==> src/rtl/key_tone_select_pkg.sv <==
// Shared defaults, FSM encoding and key-index width for the key-to-speaker tone selector.
// No datapath here; no backpressure.
package key_tone_select_pkg;

    localparam int NUM_KEYS_DEF      = 12;
    localparam int DB_COUNT_DEF      = 500000;
    localparam int SUSTAIN_COUNT_DEF = 12500000;
    localparam int KEY_IDX_W         = $clog2(NUM_KEYS_DEF);

    typedef enum logic [1:0] {
        ST_IDLE    = 2'd0,
        ST_PLAY    = 2'd1,
        ST_RELEASE = 2'd2
    } state_t;

endpackage

==> src/rtl/key_debounce.sv <==
// One key: 2-FF synchroniser then a run-length debouncer; stable bit moves after DB_COUNT disagreeing cycles.
// Latency 2 + DB_COUNT cycles from a clean edge on key_raw; no backpressure.
module key_debounce
    import key_tone_select_pkg::*;
#(
    parameter int DB_COUNT = DB_COUNT_DEF
) (
    input  logic clk,
    input  logic reset,
    input  logic key_raw,
    output logic key_stable
);

    localparam int DW = $clog2(DB_COUNT + 1);

    logic          r_sync1;
    logic          r_sync2;
    logic          r_stable;
    logic [DW-1:0] r_cnt;

    // The counter is cleared when the stable bit moves, so it tops out at DB_COUNT-1.
    always_ff @(posedge clk or negedge reset) begin
        if (!reset) begin
            r_sync1  <= 1'b0;
            r_sync2  <= 1'b0;
            r_stable <= 1'b0;
            r_cnt    <= '0;
        end else begin
            r_sync1 <= key_raw;
            r_sync2 <= r_sync1;
            if (r_sync2 == r_stable) begin
                r_cnt <= '0;
            end else if (r_cnt >= DW'(DB_COUNT - 1)) begin
                r_stable <= r_sync2;
                r_cnt    <= '0;
            end else begin
                r_cnt <= r_cnt + 1'b1;
            end
        end
    end

    assign key_stable = r_stable;

endmodule

==> src/rtl/key_tone_select.sv <==
// Debounces keys, picks the lowest pressed key and drives its tone to spk (1-cycle registered lag),
// sustaining after release and switching notes only on falling edges; no backpressure.
module key_tone_select
    import key_tone_select_pkg::*;
#(
    parameter int NUM_KEYS      = NUM_KEYS_DEF,
    parameter int DB_COUNT      = DB_COUNT_DEF,
    parameter int SUSTAIN_COUNT = SUSTAIN_COUNT_DEF
) (
    input  logic                        clk,
    input  logic                        reset,
    input  logic [NUM_KEYS-1:0]         keys_raw,
    input  logic [NUM_KEYS-1:0]         tones,
    output logic                        spk,
    output logic [$clog2(NUM_KEYS)-1:0] key_idx,
    output logic                        playing
);

    localparam int KW = $clog2(NUM_KEYS);
    localparam int SW = $clog2(SUSTAIN_COUNT + 1);

    logic [NUM_KEYS-1:0] w_stable;
    logic                w_any;
    logic [KW-1:0]       w_cand;
    logic                w_tone;
    logic                w_fall;
    logic                w_switch;

    state_t        r_state, w_state_nxt;
    logic [KW-1:0] r_sel,   w_sel_nxt;
    logic [SW-1:0] r_sus,   w_sus_nxt;
    logic          r_spk,   w_spk_nxt;
    logic          r_prev;

    for (genvar g = 0; g < NUM_KEYS; g++) begin : g_key
        key_debounce #(
            .DB_COUNT (DB_COUNT)
        ) u_db (
            .clk        (clk),
            .reset      (reset),
            .key_raw    (keys_raw[g]),
            .key_stable (w_stable[g])
        );
    end

    always_comb begin
        w_cand = '0;
        for (int i = NUM_KEYS - 1; i >= 0; i--) begin
            if (w_stable[i]) w_cand = KW'(i);
        end
    end

    assign w_any    = |w_stable;
    assign w_tone   = tones[r_sel];
    assign w_fall   = r_prev & ~w_tone;
    assign w_switch = w_any && (w_cand != r_sel) && w_fall;

    always_ff @(posedge clk or negedge reset) begin
        if (!reset) begin
            r_state <= ST_IDLE;
            r_sel   <= '0;
            r_sus   <= '0;
            r_spk   <= 1'b0;
            r_prev  <= 1'b0;
        end else begin
            r_state <= w_state_nxt;
            r_sel   <= w_sel_nxt;
            r_sus   <= w_sus_nxt;
            r_spk   <= w_spk_nxt;
            r_prev  <= w_tone;
        end
    end

    // Release takes precedence over a pending note switch; a re-press beats sustain expiry.
    always_comb begin
        w_state_nxt = r_state;
        w_sel_nxt   = r_sel;
        w_sus_nxt   = r_sus;
        w_spk_nxt   = 1'b0;
        case (r_state)
            ST_IDLE: begin
                if (w_any) begin
                    w_state_nxt = ST_PLAY;
                    w_sel_nxt   = w_cand;
                end
            end
            ST_PLAY: begin
                w_spk_nxt = w_tone;
                if (!w_any) begin
                    w_sus_nxt   = '0;
                    w_state_nxt = ST_RELEASE;
                end else if (w_switch) begin
                    w_sel_nxt = w_cand;
                end
            end
            ST_RELEASE: begin
                w_spk_nxt = w_tone;
                if (w_any) begin
                    w_state_nxt = ST_PLAY;
                    w_sus_nxt   = '0;
                    if (w_switch) w_sel_nxt = w_cand;
                end else if (r_sus == SW'(SUSTAIN_COUNT - 1)) begin
                    // Wait out the high phase so the last cycle is never clipped.
                    if (!w_tone) begin
                        w_state_nxt = ST_IDLE;
                        w_spk_nxt   = 1'b0;
                    end
                end else begin
                    w_sus_nxt = r_sus + 1'b1;
                end
            end
            default: w_state_nxt = ST_IDLE;
        endcase
    end

    assign spk     = r_spk;
    assign key_idx = r_sel;
    assign playing = (r_state == ST_PLAY) || (r_state == ST_RELEASE);

endmodule

==> config.mk <==
export PLATFORM = sky130hd
export DESIGN_NAME = key_tone_select
export DESIGN_NICKNAME = d
export VERILOG_FILES = /design/src/rtl/key_tone_select_pkg.sv /design/src/rtl/key_debounce.sv /design/src/rtl/key_tone_select.sv
export SDC_FILE = /design/constraint.sdc
export NUM_CORES = 1
export LEC_CHECK = 0
export CAP_MARGIN = 10
export CORE_MARGIN = 3
export CORE_UTILIZATION = 60
export CTS_BUF_LIST = sky130_fd_sc_hd__clkbuf_4 sky130_fd_sc_hd__clkbuf_8
export DETAILED_ROUTE_END_ITERATION = 10
export GPL_ROUTABILITY_DRIVEN = 0
export PLACE_DENSITY = 0.77
export SKIP_LAST_GASP = 1
export SLEW_MARGIN = 20
export SYNTH_ARGS = -nofsm -noshare
export SYNTH_HDL_FRONTEND = slang
export SYNTH_SLANG_ARGS = --single-unit
==> constraint.sdc <==
create_clock -name clk -period 2.48 [get_ports clk]
set_input_delay 0.496 -clock clk [delete_from_list [all_inputs] [get_ports clk]]
set_output_delay 0.496 -clock clk [all_outputs]
set_load 0.02 [all_outputs]
### Yosys cells after proc, flatten, opt, wreduce, memory -nomap -nowiden

Index checks and enable logic that the tools add are counted.

* word-level logic and storage cells: 195
* input bits: 26
* register bits: 296

* add/sub/neg operators: 13
* $lt $le $gt $ge: 13
* multiplexer cells: 56
* bitwise gates (word level): 14
* equality and inequality tests: 23
* reduce and logical (&&, ||, !) cells: 23

Operators with widths (count)
* 19-bit two-way mux: 24
* 19-bit by 1-bit adder with 19-bit output (second input constant): 12
* 19-bit greater-or-equal comparator (second input constant): 12
* 24-bit two-way mux: 3
* 4-bit two-way mux: 15
* 24-bit one-hot mux with 2 select lines: 1
* 24-bit by 1-bit adder with 24-bit output (second input constant): 1
* 24-bit equality test (second input constant): 1
* 2-bit AND reduction: 12
* 1-bit inverter: 13
* 1-bit equality test: 12
* 12-bit OR reduction: 1
* 2-bit two-way mux: 5
* 3-bit inequality test (second input constant): 3
* 4-bit one-hot mux with 2 select lines: 1
* 4-bit AND reduction: 2
* 2-bit one-hot mux with 3 select lines: 1
* 4-bit by 5-bit < comparator with 1-bit output (second input constant): 1
* 1-bit binary-select mux with 4-bit select: 1
* 1-bit two-way mux: 4
* 2-bit by 1-bit inequality test with 1-bit output (second input constant): 2
* 2-bit inequality test (second input constant): 2
* 4-bit inequality test: 1
* 2-bit nonzero test: 2
* other kinds (9): 10

### Depth between registers and ports, before layout

Gate-level depths: netlist of run 1.

* depth after elaboration: 18
* mapped depth: 11
* depth with buffers taken out: 9

### Hierarchy

A second synthesis of run 1 with hierarchy kept.

* cells, all modules: 1576
* area total of the unflattened synthesis: 15777.6 sq um

By module, submodules not included
* key_debounce: times used 12, cells each 112, area each 1138.6 sq um
* key_tone_select: times used 1, cells each 232, area each 2114.5 sq um

### Least setup slack after synthesis of run 1

Ideal clock, no wire load.

* path type: reg2reg
* from: register r_sel[0] (netlist: key_idx[0])
* to: register r_state[1]
* cell stages (with the launch flop): 9
* arrival time: 2.246 ns
* path slack: 0.163 ns
* buffers on the path: 1
* cells stage by stage: dfrtp_1 -> clkbuf_1 -> mux4_2 -> nand3b_1 -> nand3_1 -> inv_1 -> nand3_1 -> or4_2 -> nand4_1

* longest elaborated chain between the ends: 4

RTL lines
* from (decl): RTL line key_tone_select.sv:30 `logic [KW-1:0] r_sel, w_sel_nxt;`
* from (signal assigned): RTL line key_tone_select.sv:67 `r_sel <= w_sel_nxt;`
* 1-bit binary-select mux with 4-bit select: RTL line key_tone_select.sv:54 `assign w_tone = tones[r_sel];`
* 1-bit two-way mux (not written as such): RTL line key_tone_select.sv:54
* via w_tone: RTL line key_tone_select.sv:25 `logic w_tone;`
* 3-bit inequality test (no source line)
* 4-bit AND reduction (no source line)
* to (signal assigned): RTL line key_tone_select.sv:66 `r_state <= w_state_nxt;`
* to (decl): RTL line key_tone_select.sv:29 `state_t r_state, w_state_nxt;`

The timed path passes the listed nets, and every way through them passes these cells. The select of a mux whose other input is x is not followed.
A chain may end at the register's enable or synchronous reset.

### Worst setup path in the final report of run 1

* from: register r_sus[0]
* to: register r_sus[16]

* longest elaborated chain between the ends: 4
* elaborated cells between the ends (all ways): 7
* classes of those cells: add/sub (1); eq/ne (2); mux (3); reduce/logical (1)

RTL lines
* from (decl): RTL line key_tone_select.sv:31 `logic [SW-1:0] r_sus, w_sus_nxt;`
* from (signal assigned): RTL line key_tone_select.sv:68 `r_sus <= w_sus_nxt;`
* 24-bit by 1-bit adder with 24-bit output: RTL line key_tone_select.sv:109 `w_sus_nxt = r_sus + 1'b1;`
* 24-bit two-way mux: RTL line key_tone_select.sv:102 `end else if (r_sus == SW'(SUSTAIN_COUNT - 1)) begin`
* 24-bit two-way mux: RTL line key_tone_select.sv:98 `if (w_any) begin`
* 24-bit one-hot mux with 2 select lines: RTL line key_tone_select.sv:80 `case (r_state)`

Parallel ways exist; a longest one is shown, timed or not. The select of a mux whose other input is x is not followed.

==> impl_metrics.env, run 1 <==
export IMPL_status="finished clean"
export IMPL_track_usage_pct=20.49
export IMPL_synth_nets=1468
export IMPL_clk_path_buf_depth=3
export IMPL_ir_drop_mv=0.5621
export IMPL_num_rows=55
export IMPL_seqPwrFrac_pct=49.1
export IMPL_die_y_um=159.2
export IMPL_min_period_over_period_pct=98.07
export IMPL_startpoint_type="flip-flop"
export IMPL_p_int_mw=7.971
export IMPL_period_needed_ns=2.432
export IMPL_grt_pass1_wl_um=45080
export IMPL_antenna_found_initial=0
export IMPL_fill_cells=1735
export IMPL_arrival_ns=2.91
export IMPL_dpl_instance_area_um2=14980
export IMPL_cts_buffers=48
export IMPL_num_antenna_cells=0
export IMPL_drive_gt1_share_pct=10.97
export IMPL_ff_latch_area_um2=7407
export IMPL_drc_errors=0
export IMPL_die_area_um2=25360
export IMPL_yosys_register_bits=296
export IMPL_power_density_nw_per_um2=624.8
export IMPL_cp_max_fo=5
export IMPL_avgRoutedWirePerCell_um=13.59
export IMPL_path_clk_slew_ns=0.06
export IMPL_syn_area_per_cell_um2=9.894
export IMPL_p_sw_share_pct=21.11
export IMPL_vias_per_cell=5.354
export IMPL_multi_input_area_um2=6362
export IMPL_power_frac_comb_pct=3.2
export IMPL_clk_latency_ns=0.55
export IMPL_whs_ns=0.3462
export IMPL_antenna_left=0
export IMPL_critPathRequiredTime_ns=2.95
export IMPL_yosysWarnings=0
export IMPL_async_reset_ff_share_pct=100.0
export IMPL_clock_root_buffer="clkbuf_8"
export IMPL_ys_flop_type="dfrtp_1"
export IMPL_end_kind="flip-flop"
export IMPL_hold_viol_final=0
export IMPL_hpwl_um=16750
export IMPL_start_util_pct=61.66
export IMPL_overflow=0
export IMPL_max_freq_ghz=0.4112
export IMPL_boundaryPins=32
export IMPL_final_common_cell="nor2_1"
export IMPL_coreArea_um2=22850
export IMPL_fp_dieW_um=159.2
export IMPL_synth_area_um2=14090
export IMPL_area_growth_pct=14.79
export IMPL_skew_ns=0.01178
export IMPL_seq_area_frac_synth_pct=52.58
export IMPL_clkPwrFrac_pct=47.8
export IMPL_final_area_um2=16170
export IMPL_portBuffers=31
export IMPL_dp_cells=1772
export IMPL_drv_cap=0
export IMPL_cts_tree="built"
export IMPL_vias=9974
export IMPL_setup_violations_final=0
export IMPL_synthCells=1424
export IMPL_power_leakage_nw=7.221
export IMPL_min_path_type="flip-flop to flip-flop"
export IMPL_grt_start_max_net_pins=87
export IMPL_dr_pass1_iters=5
export IMPL_p_switching_mw=2.133
export IMPL_wl_um=25320
export IMPL_drt_iter0_drc=596
export IMPL_slew_violations=0
export IMPL_fin_cells=1863
export IMPL_clock_sinks=296
export IMPL_path_class="flip-flop to flip-flop"
export IMPL_slew_headroom_pct=67.22
export IMPL_cts_htree_levels=2
export IMPL_tightestPinTransition_ns=0.4849
export IMPL_grt_pass1_vias=10140
export IMPL_synth_edf_count=0
export IMPL_rsz0062_at_grt="true"
export IMPL_ys_types=60
export IMPL_final_cell_mix="nor2_1 (321), dfrtp_1 (296), xor2_1 (138)"
export IMPL_nets=1557
## sequential cells by signal, indices dropped and copies added, names as in the netlist
name                   count
g_key.u_db.key_stable     12
r_prev                     1
r_state                    2
g_key.u_db.r_sync1        12
g_key.u_db.r_cnt         228
spk                        1
r_sus                     24
key_idx                    4
g_key.u_db.r_sync2        12
## cells in the mapped netlist, drive strengths merged, types with 5 or more instances
cell type / instances / area [µm²]
nor2: 322 / 1211
dfrtp: 296 / 7407
xor2: 138 / 1209
nand2: 100 / 377.9
nand3: 94 / 483.0
xnor2: 84 / 735.7
nand4: 42 / 262.8
and3: 40 / 251.5
inv: 33 / 123.9
o21ai: 29 / 145.1
clkbuf: 24 / 91.33
nor3: 24 / 120.1
a21oi: 19 / 95.09
nor4: 19 / 182.7
ha: 18 / 225.2
buf: 17 / 108.9
nand2b: 15 / 93.84
or4: 15 / 113.9
and4: 12 / 107.6
mux2: 12 / 135.1
a41oi: 9 / 78.83
a21boi: 8 / 60.06
and2: 7 / 45.04
o31ai: 5 / 37.54
or3: 5 / 32.53
## worst paths after layout
| check | from | endpoint | slack [ns] | cells after the start |
|---|---|---|---|---|
| worst max-delay path | r_sus[0] | r_sus[16] | 0.05 | 8 |
| worst min-delay path | g_key[0].u_db.r_sync1 | g_key[0].u_db.r_sync2 | 0.35 | 0 |
| worst max register to register | r_sus[0] | r_sus[16] | 0.05 | 8 |
| worst min register to register | g_key[0].u_db.r_sync1 | g_key[0].u_db.r_sync2 | 0.35 | 0 |
| max in group asynchronous | reset | r_sus[5] | 1.26 | 3 |
| min in group asynchronous | reset | g_key[5].u_db.r_cnt[13] | 0.46 | 2 |
## final cells by class
type | count | share of cell area (%)
inverter | 33 | 0.7660
sequential | 296 | 45.80
tap | 313 | 2.422
multi-input combinational | 1054 | 39.34
clock buffer | 75 | 6.112
clock inverter | 12 | 1.014
timing repair buffer | 80 | 4.542
## metrics by stage
stage	total power [mW]	util, %	setup WS, ns	setup TNS, ns
final	10.10	70.78	0.04798	0
after global routing	10.50	70.78	-0.05232	-0.1019
after CTS	10.25	70.66	0.09472	0
after detailed placement	5.370	65.58	-0.03296	-0.03296
after global placement	5.359	65.58	0.04282	0
after floorplan	5.168	-	0.1628	0
## repair_timing
action / CTS / global route
endpoints found under the setup margin: 1 / 9
gates resized for setup: 1 / 1
pin swaps: 0 / 1
hold buffers: 1 / 0
buffers inserted: 0 / 3
hold endpoints to repair: 45 / 0
## power groups by stage
stage | clock network [mW] | registers [mW] | logic, mW
3_5_place_dp | 0 | 5.04 | 0.328
3_3_place_gp | 0 | 5.04 | 0.319
6_report | 4.83 | 4.96 | 0.319
5_1_grt | 5.17 | 4.96 | 0.370
2_1_floorplan | 0 | 5.03 | 0.138
4_1_cts | 4.96 | 4.96 | 0.331
## metal layers
| layer | wire (µm) | GRT usage (%) | vias to the layer above |
|---|---|---|---|
| met4 | 638 | 6.327 | 0 |
| met2 | 12340 | 35.17 | 119 |
| met1 | 11590 | 27.00 | 4808 |
| met5 | 0 | 0 | - |
| met3 | 757 | 3.330 | 53 |
| li1 | - | - | 4994 |
## critical path: stages (launching register included)
cell	delay (ns)
dfrtp_1	0.41
ha_1	0.21
and4_2	0.26
and4_2	0.24
a31oi_1	0.39
o2111a_2	0.33
nand2_2	0.08
or3_1	0.31
a21oi_1	0.14
## cells by family after synthesis
logic type | Yosys count | share of synthesized area [%]
mux | 15 | 1.439
simple gates | 709 | 24.09
compound gates | 90 | 4.201
flops | 296 | 52.58
fa+ha+maj | 18 | 1.599
buf+inv | 74 | 2.300
xor+xnor | 222 | 13.80
Power figures use the tool's default switching activity.
==> run 2, diff against run 1 <==
--- a/config.mk
+++ b/config.mk
@@ -6,9 +6,11 @@
 export NUM_CORES = 1
 export LEC_CHECK = 0
 export CAP_MARGIN = 10
+export CORE_ASPECT_RATIO = 0.75
 export CORE_MARGIN = 3
 export CORE_UTILIZATION = 60
 export CTS_BUF_LIST = sky130_fd_sc_hd__clkbuf_4 sky130_fd_sc_hd__clkbuf_8
+export CTS_CLUSTER_DIAMETER = 80
 export DETAILED_ROUTE_END_ITERATION = 10
 export GPL_ROUTABILITY_DRIVEN = 0
 export PLACE_DENSITY = 0.77
==> run 2 against run 1 <==
Against the previous run:
- flip-flop and latch count did not move
- worst setup slack improved by 0.054 ns
- sequential power barely moved
- via count barely moved
- core utilization barely moved
- critical path type unchanged
- largest cell class unchanged
- largest power group unchanged
==> impl_metrics.env, run 2 (synthesis gave the netlist of run 1 again) <==
export IMPL_power_leakage_nw=7.145
export IMPL_startpoint_type="flip-flop"
export IMPL_p_sw_share_pct=22.48
export IMPL_grt_pass1_vias=9790
export IMPL_period_needed_ns=2.378
export IMPL_cp_common_cell="and4_2"
export IMPL_crit_start="r_sus[0]"
export IMPL_slew_violations=0
export IMPL_path_class="flip-flop to flip-flop"
export IMPL_clock_root_buffer="clkbuf_8"
export IMPL_fp_dieW_um=182.9
export IMPL_cts_buffers=45
export IMPL_cts_tree="built"
export IMPL_overflow=0
export IMPL_drive_gt1_share_pct=10.81
export IMPL_die_y_um=138.7
export IMPL_max_freq_ghz=0.4206
export IMPL_skew_ns=0.01416
export IMPL_hpwl_um=17580
export IMPL_die_area_um2=25370
export IMPL_largest_reg_flops=228
export IMPL_reg2reg_depth=8
export IMPL_slew_headroom_pct=58.75
export IMPL_p_int_mw=7.235
export IMPL_slowest_delay_ns=0.39
export IMPL_wl_um=26030
export IMPL_boundaryPins=32
export IMPL_dr_pass1_iters=4
export IMPL_r2r_slack_ns=0.10
export IMPL_drv_cap=0
export IMPL_drc_errors=0
export IMPL_final_cell_mix="nor2_1 (321), dfrtp_1 (296), xor2_1 (138)"
export IMPL_nets=1559
export IMPL_vias=9983
export IMPL_cts_htree_levels=2
export IMPL_clk_latency_ns=0.56
export IMPL_status="finished clean"
export IMPL_r2r_start="r_sus[0]"
export IMPL_reg_largest_list="g_key.u_db.r_cnt x228, r_sus x24"
export IMPL_coreArea_um2=22580
export IMPL_grt_pass1_wl_um=45830
export IMPL_antenna_found_initial=0
export IMPL_area_growth_pct=13.50
export IMPL_critical_path_cell_chain="ha_1, and4_2, and4_2, a311oi_4, o2111a_2, nand2_2, or3_1, a21oi_1"
export IMPL_drt_iter0_drc=594
export IMPL_clock_sinks=296
export IMPL_num_antenna_cells=0
export IMPL_p_total_mw=9.333
export IMPL_p_switching_mw=2.098
export IMPL_antenna_left=0
export IMPL_ir_drop_mv=0.4188
export IMPL_power_density_nw_per_um2=583.6
export IMPL_hold_viol_final=0
export IMPL_top_register="g_key.u_db.r_cnt"
export IMPL_critPathRequiredTime_ns=2.97
export IMPL_clk_path_buf_depth=3
export IMPL_start_util_pct=62.39
export IMPL_min_from="g_key[9].u_db.r_sync1"
export IMPL_portBuffers=31
export IMPL_avgRoutedWirePerCell_um=14.15
export IMPL_seqPwrFrac_pct=53.1
export IMPL_clkPwrFrac_pct=43.3
export IMPL_vias_per_cell=5.428
export IMPL_power_frac_comb_pct=3.6
export IMPL_dp_cells=1756
export IMPL_grt_start_max_net_pins=76
export IMPL_setup_violations_final=0
export IMPL_slowest_stage="dfrtp_1"
export IMPL_num_rows=47
export IMPL_tightestPinTransition_ns=0.6188
export IMPL_fin_cells=1839
export IMPL_fill_cells=1684
export IMPL_min_path_cells=0
export IMPL_end_kind="flip-flop"
export IMPL_track_usage_pct=21.28
export IMPL_min_period_over_period_pct=95.87
export IMPL_dpl_worst_slack_ns=-0.01449
export IMPL_cp_max_fo=5
export IMPL_path_clk_slew_ns=0.07
export IMPL_min_path_type="flip-flop to flip-flop"
export IMPL_setup_slack_ns=0.1024
export IMPL_arrival_ns=2.87
export IMPL_final_common_cell="nor2_1"
run 2: critical path: cells and delay by family (launching register included):
kind,cells,cell delay [ns]
AOI/OAI and AO/OA,3,0.80
DFF,1,0.39
adders and majority gates,1,0.21
and+or+nand+nor,4,0.90
run 2: worst paths after layout:
kind | end
min reg2reg | g_key[9].u_db.r_sync2
min in group asynchronous | g_key[5].u_db.r_cnt[7]
max reg2reg | r_sus[16]
min | g_key[9].u_db.r_sync2
max in group asynchronous | r_sus[21]
max | r_sus[16]
run 2: power by group through the flow:
stage / registers, mW / clock network (mW) / logic (mW)
floorplan: 5.03 / 0 / 0.138
global placement: 5.04 / 0 / 0.336
detailed placement: 5.04 / 0 / 0.342
CTS: 4.96 / 4.18 / 0.345
global route: 4.96 / 4.40 / 0.384
finish: 4.96 / 4.04 / 0.334
run 2: final cells by class:
cell class	instances	area [µm²]	area share, %
Timing Repair Buffer	85	810.8	5.070
Inverter	33	123.9	0.7747
Multi-Input combinational cell	1054	6375	39.87
Clock buffer	69	862.1	5.391
Clock inverter	8	43.79	0.2739
Sequential cell	296	7407	46.32
Tap cell	294	367.9	2.300
run 2: metal layers:
metal	global-route usage (%)	up-vias	part of all wire, %
li1	-	4979	-
met4	5.168	0	1.7
met1	31.90	4800	51
met2	32.25	161	44
met3	4.274	43	4.1
met5	0	-	0
run 2: metrics by stage:
step	instance area, µm²	TNS (ns)	util, %	hold WS, ns
floorplan	14090	0	-	0.2004
global placement	15020	0	66.51	0.3332
detailed placement	15020	-0.02504	66.51	0.3355
CTS	15930	0	70.56	0.3482
global route	15990	-0.02736	70.81	0.3487
finish	15990	0	70.81	0.3478
run 2: timing repair:
| action | 4_1_cts | 5_1_grt |
|---|---|---|
| setup endpoints to repair | 1 | 14 |
| hold buffers | 1 | 0 |
| resized for setup | 1 | 4 |
| gates cloned | 0 | 0 |
| pin swaps | 0 | 2 |
| hold endpoints to repair | 67 | 0 |
| buffers inserted | 0 | 5 |
